$ cat config.mk
export PLATFORM = sky130hd
export DESIGN_NAME = reg_file_flat
export DESIGN_NICKNAME = d
export VERILOG_FILES = /design/src/rtl/reg_file_if.sv /design/src/rtl/reg_file.sv /design/src/flat_wrapper.sv
export SDC_FILE = /design/constraint.sdc
export NUM_CORES = 2
export LEC_CHECK = 0
export CAP_MARGIN = 20
export CELL_PAD_IN_SITES_DETAIL_PLACEMENT = 1
export CELL_PAD_IN_SITES_GLOBAL_PLACEMENT = 1
export CORE_ASPECT_RATIO = 1.75
export CORE_MARGIN = 5
export CORE_UTILIZATION = 48
export DETAILED_ROUTE_END_ITERATION = 10
export PLACE_DENSITY = 0.81
export REMOVE_ABC_BUFFERS = 1
export SYNTH_ARGS = -nofsm -noshare
export SYNTH_HDL_FRONTEND = slang
export SYNTH_SLANG_ARGS = --single-unit
$ cat constraint.sdc
create_clock -name clk -period 2.5 [get_ports clk]
set_input_delay 0.375 -clock clk [delete_from_list [all_inputs] [get_ports clk]]
set_output_delay 0.375 -clock clk [all_outputs]
set_load 0.01 [all_outputs]
$ cat src/rtl/reg_file_if.sv
`default_nettype none
// ============================================================================
// Module      : reg_file_if
// Description : Read, write and clear-control bundle for the LEGv8 register file.
// Revision    : 1.0 - initial release
// ============================================================================
interface reg_file_if #(
    parameter int DATA_W = 64,
    parameter int ADDR_W = 5
);
    logic [ADDR_W-1:0] rd_addr1;
    logic [ADDR_W-1:0] rd_addr2;
    logic [DATA_W-1:0] rd_data1;
    logic [DATA_W-1:0] rd_data2;
    logic              wr_en;
    logic [ADDR_W-1:0] wr_addr;
    logic [DATA_W-1:0] wr_data;
    logic              clr_req;
    logic              clr_busy;
    logic              clr_done;
    logic              wr_drop;

    modport master (
        output rd_addr1, rd_addr2, wr_en, wr_addr, wr_data, clr_req,
        input  rd_data1, rd_data2, clr_busy, clr_done, wr_drop
    );

    modport slave (
        input  rd_addr1, rd_addr2, wr_en, wr_addr, wr_data, clr_req,
        output rd_data1, rd_data2, clr_busy, clr_done, wr_drop
    );
endinterface
`default_nettype wire

$ cat src/rtl/reg_file.sv
`default_nettype none
// ============================================================================
// Module      : reg_file
// Description : 32 x 64-bit LEGv8 register file, two combinational reads, one
//               clocked write, hard-wired XZR and a one-register-per-cycle clear.
// Revision    : 1.0 - initial release
// ============================================================================
module reg_file #(
    parameter int DATA_W   = 64,
    parameter int ADDR_W   = 5,
    parameter int ZERO_REG = 31,
    parameter int BYPASS   = 1
) (
    input  wire logic  clk,
    input  wire logic  rst_n,
    reg_file_if.slave  bus
);
    localparam int                NUM_REGS = 1 << ADDR_W;
    localparam logic [ADDR_W-1:0] ZERO_IDX = ADDR_W'(ZERO_REG);
    // The hard-wired register sits at the top index, so the sweep stops one short
    localparam logic [ADDR_W-1:0] LAST_CLR = ADDR_W'(NUM_REGS - 2);
    localparam logic [ADDR_W-1:0] PTR_ONE  = ADDR_W'(1);

    localparam logic [1:0] ST_IDLE  = 2'd0;
    localparam logic [1:0] ST_CLEAR = 2'd1;
    localparam logic [1:0] ST_DONE  = 2'd2;

    logic [1:0]        r_state;
    logic [ADDR_W-1:0] r_ptr;
    logic              r_busy;
    logic              r_done;
    logic              r_drop;

    logic [DATA_W-1:0] w_regs [NUM_REGS];
    logic              w_wr_ok;
    logic              w_wr_lost;
    logic              w_fwd1;
    logic              w_fwd2;

    assign w_wr_ok   = bus.wr_en && (bus.wr_addr != ZERO_IDX) && !r_busy;
    assign w_wr_lost = bus.wr_en && (bus.wr_addr != ZERO_IDX) &&  r_busy;

    always_ff @(posedge clk or negedge rst_n) begin
        if (!rst_n) begin
            r_state <= ST_IDLE;
            r_ptr   <= '0;
            r_busy  <= 1'b0;
            r_done  <= 1'b0;
            r_drop  <= 1'b0;
        end else begin
            r_done <= 1'b0;
            r_drop <= w_wr_lost;
            case (r_state)
                ST_IDLE: begin
                    if (bus.clr_req) begin
                        r_state <= ST_CLEAR;
                        r_ptr   <= '0;
                        r_busy  <= 1'b1;
                    end
                end
                ST_CLEAR: begin
                    r_ptr <= r_ptr + PTR_ONE;
                    if (r_ptr == LAST_CLR) begin
                        r_state <= ST_DONE;
                        r_busy  <= 1'b0;
                        r_done  <= 1'b1;
                    end
                end
                ST_DONE: begin
                    r_state <= ST_IDLE;
                end
                default: begin
                    r_state <= ST_IDLE;
                    r_busy  <= 1'b0;
                end
            endcase
        end
    end

    for (genvar i = 0; i < NUM_REGS; i++) begin : g_reg
        if (i == ZERO_REG) begin : g_zero
            assign w_regs[i] = '0;
        end else begin : g_live
            logic [DATA_W-1:0] r_q;
            // Clear and architectural write are mutually exclusive: writes need !r_busy
            always_ff @(posedge clk or negedge rst_n) begin
                if (!rst_n) begin
                    r_q <= '0;
                end else if (r_busy && (r_ptr == ADDR_W'(i))) begin
                    r_q <= '0;
                end else if (w_wr_ok && (bus.wr_addr == ADDR_W'(i))) begin
                    r_q <= bus.wr_data;
                end
            end
            assign w_regs[i] = r_q;
        end
    end

    assign w_fwd1 = (BYPASS != 0) && bus.wr_en && !r_busy && (bus.wr_addr == bus.rd_addr1);
    assign w_fwd2 = (BYPASS != 0) && bus.wr_en && !r_busy && (bus.wr_addr == bus.rd_addr2);

    always_comb begin
        bus.rd_data1 = w_regs[bus.rd_addr1];
        if (bus.rd_addr1 == ZERO_IDX) begin
            bus.rd_data1 = '0;
        end else if (w_fwd1) begin
            bus.rd_data1 = bus.wr_data;
        end
    end

    always_comb begin
        bus.rd_data2 = w_regs[bus.rd_addr2];
        if (bus.rd_addr2 == ZERO_IDX) begin
            bus.rd_data2 = '0;
        end else if (w_fwd2) begin
            bus.rd_data2 = bus.wr_data;
        end
    end

    assign bus.clr_busy = r_busy;
    assign bus.clr_done = r_done;
    assign bus.wr_drop  = r_drop;
endmodule
`default_nettype wire

$ cat src/flat_wrapper.sv
// flat-port wrapper written by rule: the top's interface ports become plain ports
module reg_file_flat 
#(
    parameter int DATA_W   = 64,
    parameter int ADDR_W   = 5,
    parameter int ZERO_REG = 31,
    parameter int BYPASS   = 1
)
  (clk, rst_n, bus_rd_addr1, bus_rd_addr2, bus_wr_en, bus_wr_addr, bus_wr_data, bus_clr_req, bus_rd_data1, bus_rd_data2, bus_clr_busy, bus_clr_done, bus_wr_drop);
  reg_file_if #(.DATA_W(DATA_W), .ADDR_W(ADDR_W)) bus_i ();
  input  wire logic clk;
  input  wire logic rst_n;
  input wire logic [$bits(bus_i.rd_addr1)-1:0] bus_rd_addr1;
  input wire logic [$bits(bus_i.rd_addr2)-1:0] bus_rd_addr2;
  input wire logic [$bits(bus_i.wr_en)-1:0] bus_wr_en;
  input wire logic [$bits(bus_i.wr_addr)-1:0] bus_wr_addr;
  input wire logic [$bits(bus_i.wr_data)-1:0] bus_wr_data;
  input wire logic [$bits(bus_i.clr_req)-1:0] bus_clr_req;
  output wire logic [$bits(bus_i.rd_data1)-1:0] bus_rd_data1;
  output wire logic [$bits(bus_i.rd_data2)-1:0] bus_rd_data2;
  output wire logic [$bits(bus_i.clr_busy)-1:0] bus_clr_busy;
  output wire logic [$bits(bus_i.clr_done)-1:0] bus_clr_done;
  output wire logic [$bits(bus_i.wr_drop)-1:0] bus_wr_drop;
  assign bus_i.rd_addr1 = bus_rd_addr1;
  assign bus_i.rd_addr2 = bus_rd_addr2;
  assign bus_i.wr_en = bus_wr_en;
  assign bus_i.wr_addr = bus_wr_addr;
  assign bus_i.wr_data = bus_wr_data;
  assign bus_i.clr_req = bus_clr_req;
  assign bus_rd_data1 = bus_i.rd_data1;
  assign bus_rd_data2 = bus_i.rd_data2;
  assign bus_clr_busy = bus_i.clr_busy;
  assign bus_clr_done = bus_i.clr_done;
  assign bus_wr_drop = bus_i.wr_drop;
  reg_file #(.DATA_W(DATA_W), .ADDR_W(ADDR_W), .ZERO_REG(ZERO_REG), .BYPASS(BYPASS)) u_core (.clk(clk), .rst_n(rst_n), .bus(bus_i));
endmodule
==> impl_metrics.env, run 1 <==
export IMPL_status="did not finish"
export IMPL_haltStage="global routing"
export IMPL_error_line="[ERROR GRT-0232] Routing congestion too high. Check the congestion heatmap in the GUI."
export IMPL_initial_core_util_pct=48.2
export IMPL_hpwl_mm=373
export IMPL_syn_area_per_cell_sq_um=13.7
export IMPL_rows=224
export IMPL_async_reset_ff_share_pct=100
export IMPL_globalplace_congestion=0.983
export IMPL_place_area_sq_um=125000
export IMPL_synth_edf_count=0
export IMPL_die_w_um=360
export IMPL_synthFlopType="dfrtp_1"
export IMPL_grt_ovfl_total=28
export IMPL_pre_cts_slack_ns=-1.27
export IMPL_yosysWarnings=0
export IMPL_synth_seq_cells=1994
export IMPL_cts_root_buffer="clkbuf_16"
export IMPL_clk_path_buf_depth=4
export IMPL_htreeDepth=4
export IMPL_cts_made_buffers=195
export IMPL_pin_count=214
export IMPL_die_h_um=622
export IMPL_syn_inst=7484
export IMPL_seq_area_frac_synth_pct=48.6
export IMPL_synth_distinct_cells=52
export IMPL_port_buffer_count=213
export IMPL_syn_area_sq_um=103000
export IMPL_grt_use_total_pct=76.1
export IMPL_clkSinkCount=1994
export IMPL_grt_max_degree=115
[stage by stage]
stage,cells,hold slack (ns),setup TNS [ns]
after detailed placement,11500,0.333,-783.39
after floorplan,6398,0.0794,-6466.12
after global placement,11500,0.331,-686.54
after CTS,12000,0.0571,-135.12
[Yosys cell counts, drive strengths merged (2+ instances only)]
master / count / area, sq um
a2111oi: 2 / 17.5
a211o: 59 / 517
a21oi: 175 / 876
a221o: 48 / 480
a22o: 1987 / 17400
a22oi: 295 / 2210
a311oi: 16 / 140
a31oi: 19 / 119
a32o: 6 / 60.1
and2: 5 / 31.3
and3: 11 / 68.8
buf: 313 / 1570
clkbuf: 773 / 2900
dfrtp: 1994 / 49900
ha: 5 / 62.6
inv: 58 / 218
mux2: 36 / 405
mux2i: 265 / 2650
mux4: 880 / 19800
nand2: 112 / 420
nand2b: 6 / 37.5
nand3: 6 / 30.0
nand3b: 6 / 45.0
nand4: 3 / 18.8
nor2: 63 / 236
nor2b: 67 / 419
nor3: 3 / 15.0
o211ai: 71 / 533
o21ai: 8 / 40.0
o221ai: 60 / 526
o22ai: 62 / 388
o2bb2ai: 14 / 123
o41ai: 16 / 140
or2: 17 / 106
or3b: 3 / 26.3
xnor2: 10 / 87.6
[what timing repair did]
item,CTS
buffers inserted,112
endpoints found under the setup margin,757
hold endpoints to repair,767
cloned,7
gates resized for setup,789
pin swaps,71
hold buffers,1
[routing by layer]
layer  track usage (%)  GRT overflow
met4              75.8            13
met2              87.2            15
met1              72.3             0
met3              70.2             0
met5              51.0             0
[logic make-up after synthesis]
| group | after synthesis | synth area share, % |
|---|---|---|
| buffers and inverters | 1144 | 4.56 |
| adder cells (fa/ha/maj) | 5 | 0.0609 |
| AND/OR/NAND/NOR | 305 | 1.44 |
| AO/OA/AOI/OAI | 2845 | 23.0 |
| XOR/XNOR | 10 | 0.0853 |
| flip-flops | 1994 | 48.6 |
| multiplexers | 1181 | 22.3 |
==> run 2: changes to the inputs <==
--- a/config.mk
+++ b/config.mk
@@ -6,13 +6,10 @@
 export NUM_CORES = 2
 export LEC_CHECK = 0
 export CAP_MARGIN = 20
-export CELL_PAD_IN_SITES_DETAIL_PLACEMENT = 1
-export CELL_PAD_IN_SITES_GLOBAL_PLACEMENT = 1
-export CORE_ASPECT_RATIO = 1.75
 export CORE_MARGIN = 5
-export CORE_UTILIZATION = 48
+export CORE_UTILIZATION = 40
 export DETAILED_ROUTE_END_ITERATION = 10
-export PLACE_DENSITY = 0.81
+export PLACE_DENSITY_LB_ADDON = 0.15
 export REMOVE_ABC_BUFFERS = 1
 export SYNTH_ARGS = -nofsm -noshare
 export SYNTH_HDL_FRONTEND = slang
==> constraint.sdc (replaced) <==
create_clock -name clk -period 3.25 [get_ports clk]
set_input_delay 0.4875 -clock clk [delete_from_list [all_inputs] [get_ports clk]]
set_output_delay 0.4875 -clock clk [all_outputs]
set_load 0.01 [all_outputs]
==> impl_metrics.env, run 2 <==
export IMPL_port_buffer_count=213
export IMPL_power_total_uw=103000
export IMPL_grt_pass1_wl_mm=660
export IMPL_critical_path_class="flop to output pin"
export IMPL_required_ns=2.76
export IMPL_crit_fanout=3
export IMPL_yosys_area_top_type="dfrtp_1"
export IMPL_area_growth_pct=24.2
export IMPL_most_common_layout_cells="dfrtp_1 (1994), a22o_1 (1987), mux4_2 (880)"
export IMPL_cp_cell_sequence="nor2b_2 > nand2_2 > buf_4 > buf_4 > o21ai_4 > nor2_4 > buf_8 > buf_12 > buf_4 > a221o_1 > buf_6"
export IMPL_drt_iter0_markers=12300
export IMPL_grt_use_total_pct=34.4
export IMPL_ant_nets=0
export IMPL_layout_setup_ws_ns=-0.312
export IMPL_grt_ovfl_total=0
export IMPL_via_count=84400
export IMPL_largest_register="u_core.g.g_live.r_q"
export IMPL_yosysMostFrequentCell="dfrtp_1"
export IMPL_wl_mm=471
export IMPL_synth_area_top_cells="dfrtp_1 (49%), mux4_2 (19%), a22o_1 (17%)"
export IMPL_drtPass1Iterations=6
export IMPL_finalSetupViolCount=120
export IMPL_syn_area_sq_um=103000
export IMPL_globalplace_congestion=0.874
export IMPL_status="complete, but fails checks"
export IMPL_pin_count=214
export IMPL_r2r_slack_ns=0.38
export IMPL_p_leak_uw=0.0572
export IMPL_min_period_ns=3.56
export IMPL_cts_root_buffer="clkbuf_16"
export IMPL_async_reset_ff_share_pct=100
export IMPL_p_per_area_nw_per_um2=809
export IMPL_initial_core_util_pct=40.1
export IMPL_drive_gt1_share_pct=34.8
export IMPL_peakVddDrop_uv=606
export IMPL_cts_made_buffers=224
export IMPL_hold_class="input pin to async pin"
export IMPL_htreeDepth=4
export IMPL_rows=186
export IMPL_synth_top_area_share_pct=48.6
export IMPL_grt_antenna_before_repair=12
export IMPL_hpwl_mm=280
export IMPL_synth_distinct_cells=52
export IMPL_die_w_um=517
export IMPL_wl_per_cell_um=40.8
export IMPL_top_regs="u_core.g.g_live.r_q (1984), u_core.r_ptr (5), u_core.r_state (2)"
export IMPL_setup_worst_path_end_class="output pin"
export IMPL_critPathSlowestCell="dfrtp_1"
export IMPL_r2r_start="u_core.r_ptr[2]"
export IMPL_synth_edf_count=0
export IMPL_cap_violations=0
export IMPL_worstSetupStartpointType="flop"
export IMPL_via_per_inst=7.32
export IMPL_timing_hold_ws_ns=0.195
export IMPL_synth_common_cells="dfrtp_1 (1994), a22o_1 (1987), mux4_2 (880), clkbuf_1 (773), a22oi_1 (295)"
export IMPL_synthFlopType="dfrtp_1"
export IMPL_slew_headroom_pct=36.1
export IMPL_synth_seq_cells=1994
export IMPL_violations="setup timing"
export IMPL_clk_path_buf_depth=3
export IMPL_die_area_sq_um=267000
export IMPL_timing_fmax_ghz=0.281
export IMPL_reg2reg_to="u_core.g_reg[4].g_live.r_q[58]"
export IMPL_hold_viol=0
export IMPL_rsz0062_at_grt="true"
export IMPL_syn_area_per_cell_sq_um=13.7
export IMPL_clkSinkCount=1994
export IMPL_die_h_um=517
export IMPL_worstSkewPairLatency_ns=0.94
export IMPL_largest_reg_flops=1984
export IMPL_syn_inst=7484
export IMPL_clock_skew_ns=0.0460
export IMPL_drc=0
export IMPL_finalMaxSlewViolations=0
export IMPL_grt_pass1_vias=84300
export IMPL_arrival_ns=3.07
export IMPL_crit_path_frequent_cell="buf_4"
export IMPL_core_sq_um=256000
export IMPL_layout_commonest_cell="dfrtp_1"
export IMPL_seq_area_frac_synth_pct=48.6
export IMPL_grt_max_degree=121
export IMPL_tightestPinTransition_ns=0.957
export IMPL_rr_worst_depth=5
export IMPL_cts_tree="built"
export IMPL_yosysWarnings=0
export IMPL_finalCritPeriodShare_pct=110
export IMPL_nets=8034
export IMPL_max_stage_delay_ns=0.40
export IMPL_path_clk_slew_ns=0.06
-- run 2: cell counts after synthesis --
Identical to the previous run, type by type.
-- run 2: cell families (layout without fill, tap and decap cells) --
kind of cell,count (synthesis),count (layout),share of synthesized area [%]
fa+ha+maj,5,5,0.0609
buf+inv,1144,1797,4.56
xor+xnor,10,10,0.0853
mux,1181,1181,22.3
flops,1994,1994,48.6
simple gates,305,305,1.44
compound gates,2845,2845,23.0
other cells,0,10,0
-- run 2: area by class of cell --
cell class / count / area (sq um)
fillers: 21500 / 129000
well taps: 3384 / 4230
multi-input cells: 4346 / 50200
flip-flops and latches: 1994 / 49900
clock inverters: 84 / 1250
inverters: 58 / 223
repair buffers: 1322 / 15100
diodes: 10 / 25.0
clock buffers: 333 / 6660
-- run 2: metal layers --
metal	GRT usage, %	vias to the layer above	share of wire [%]
met4	16.5	14	5.5
met5	0.180	-	0.030
li1	-	31400	-
met2	49.7	6636	43
met3	11.4	1324	12
met1	46.8	45100	39
-- run 2: repair_timing --
| action | 4_1_cts | 5_1_grt |
|---|---|---|
| gates cloned | 12 | 2 |
| hold buffers | 1 | 0 |
| pin swaps | 90 | 45 |
| gates resized for setup | 770 | 169 |
| endpoints found under the hold margin | 77 | 0 |
| setup endpoints to repair | 128 | 125 |
| buffers inserted | 211 | 68 |
-- run 2: where the power goes --
group	switching (uW)	internal [uW]	leakage (uW)	total (uW)
Combinational	13600	19400	0.0265	33000
Clock	11500	15800	0.00387	27300
Sequential	8180	34800	0.0268	43000
Total	33300	70000	0.0572	103000
-- run 2: how the worst max path moves through the flow --
stage,start,endpoint,slack (ns),cells after the start
after global routing,u_core.bus.clr_busy,bus_rd_data2[57],-0.37,10
after CTS,u_core.bus.clr_busy,bus_rd_data2[1],-0.42,11
after detailed placement,bus_wr_addr[0],bus_rd_data1[63],-1.09,9
final,u_core.bus.clr_busy,bus_rd_data2[52],-0.31,11
after global placement,bus_rd_addr2[4],bus_rd_data2[57],-1.12,9
after floorplan,u_core.bus.clr_busy,u_core.g_reg[12].g_live.r_q[0],-2.54,5
-- run 2: critical path: cells and delay by family (launching register included) --
| kind | cells | cell delay [ns] |
|---|---|---|
| flip-flops | 1 | 0.40 |
| buffers and inverters | 6 | 0.87 |
| AND/OR/NAND/NOR | 3 | 0.32 |
| AO/OA/AOI/OAI | 2 | 0.57 |
-- run 2: metrics by stage --
| stage | instance area (sq um) | setup WS, ns | cells | setup TNS [ns] | util, % |
|---|---|---|---|---|---|
| global route | 128000 | -0.374 | 11500 | -30.12 | 49.8 |
| floorplan | 98300 | -2.54 | 6398 | -4904.46 | - |
| detailed placement | 116000 | -1.09 | 10800 | -69.89 | 45.1 |
| global placement | 116000 | -1.12 | 10800 | -97.27 | 45.1 |
| finish | 128000 | -0.312 | 11500 | -22.67 | 49.8 |
| CTS | 126000 | -0.421 | 11500 | -32.21 | 49.3 |
(Power assumes the default switching activity.)
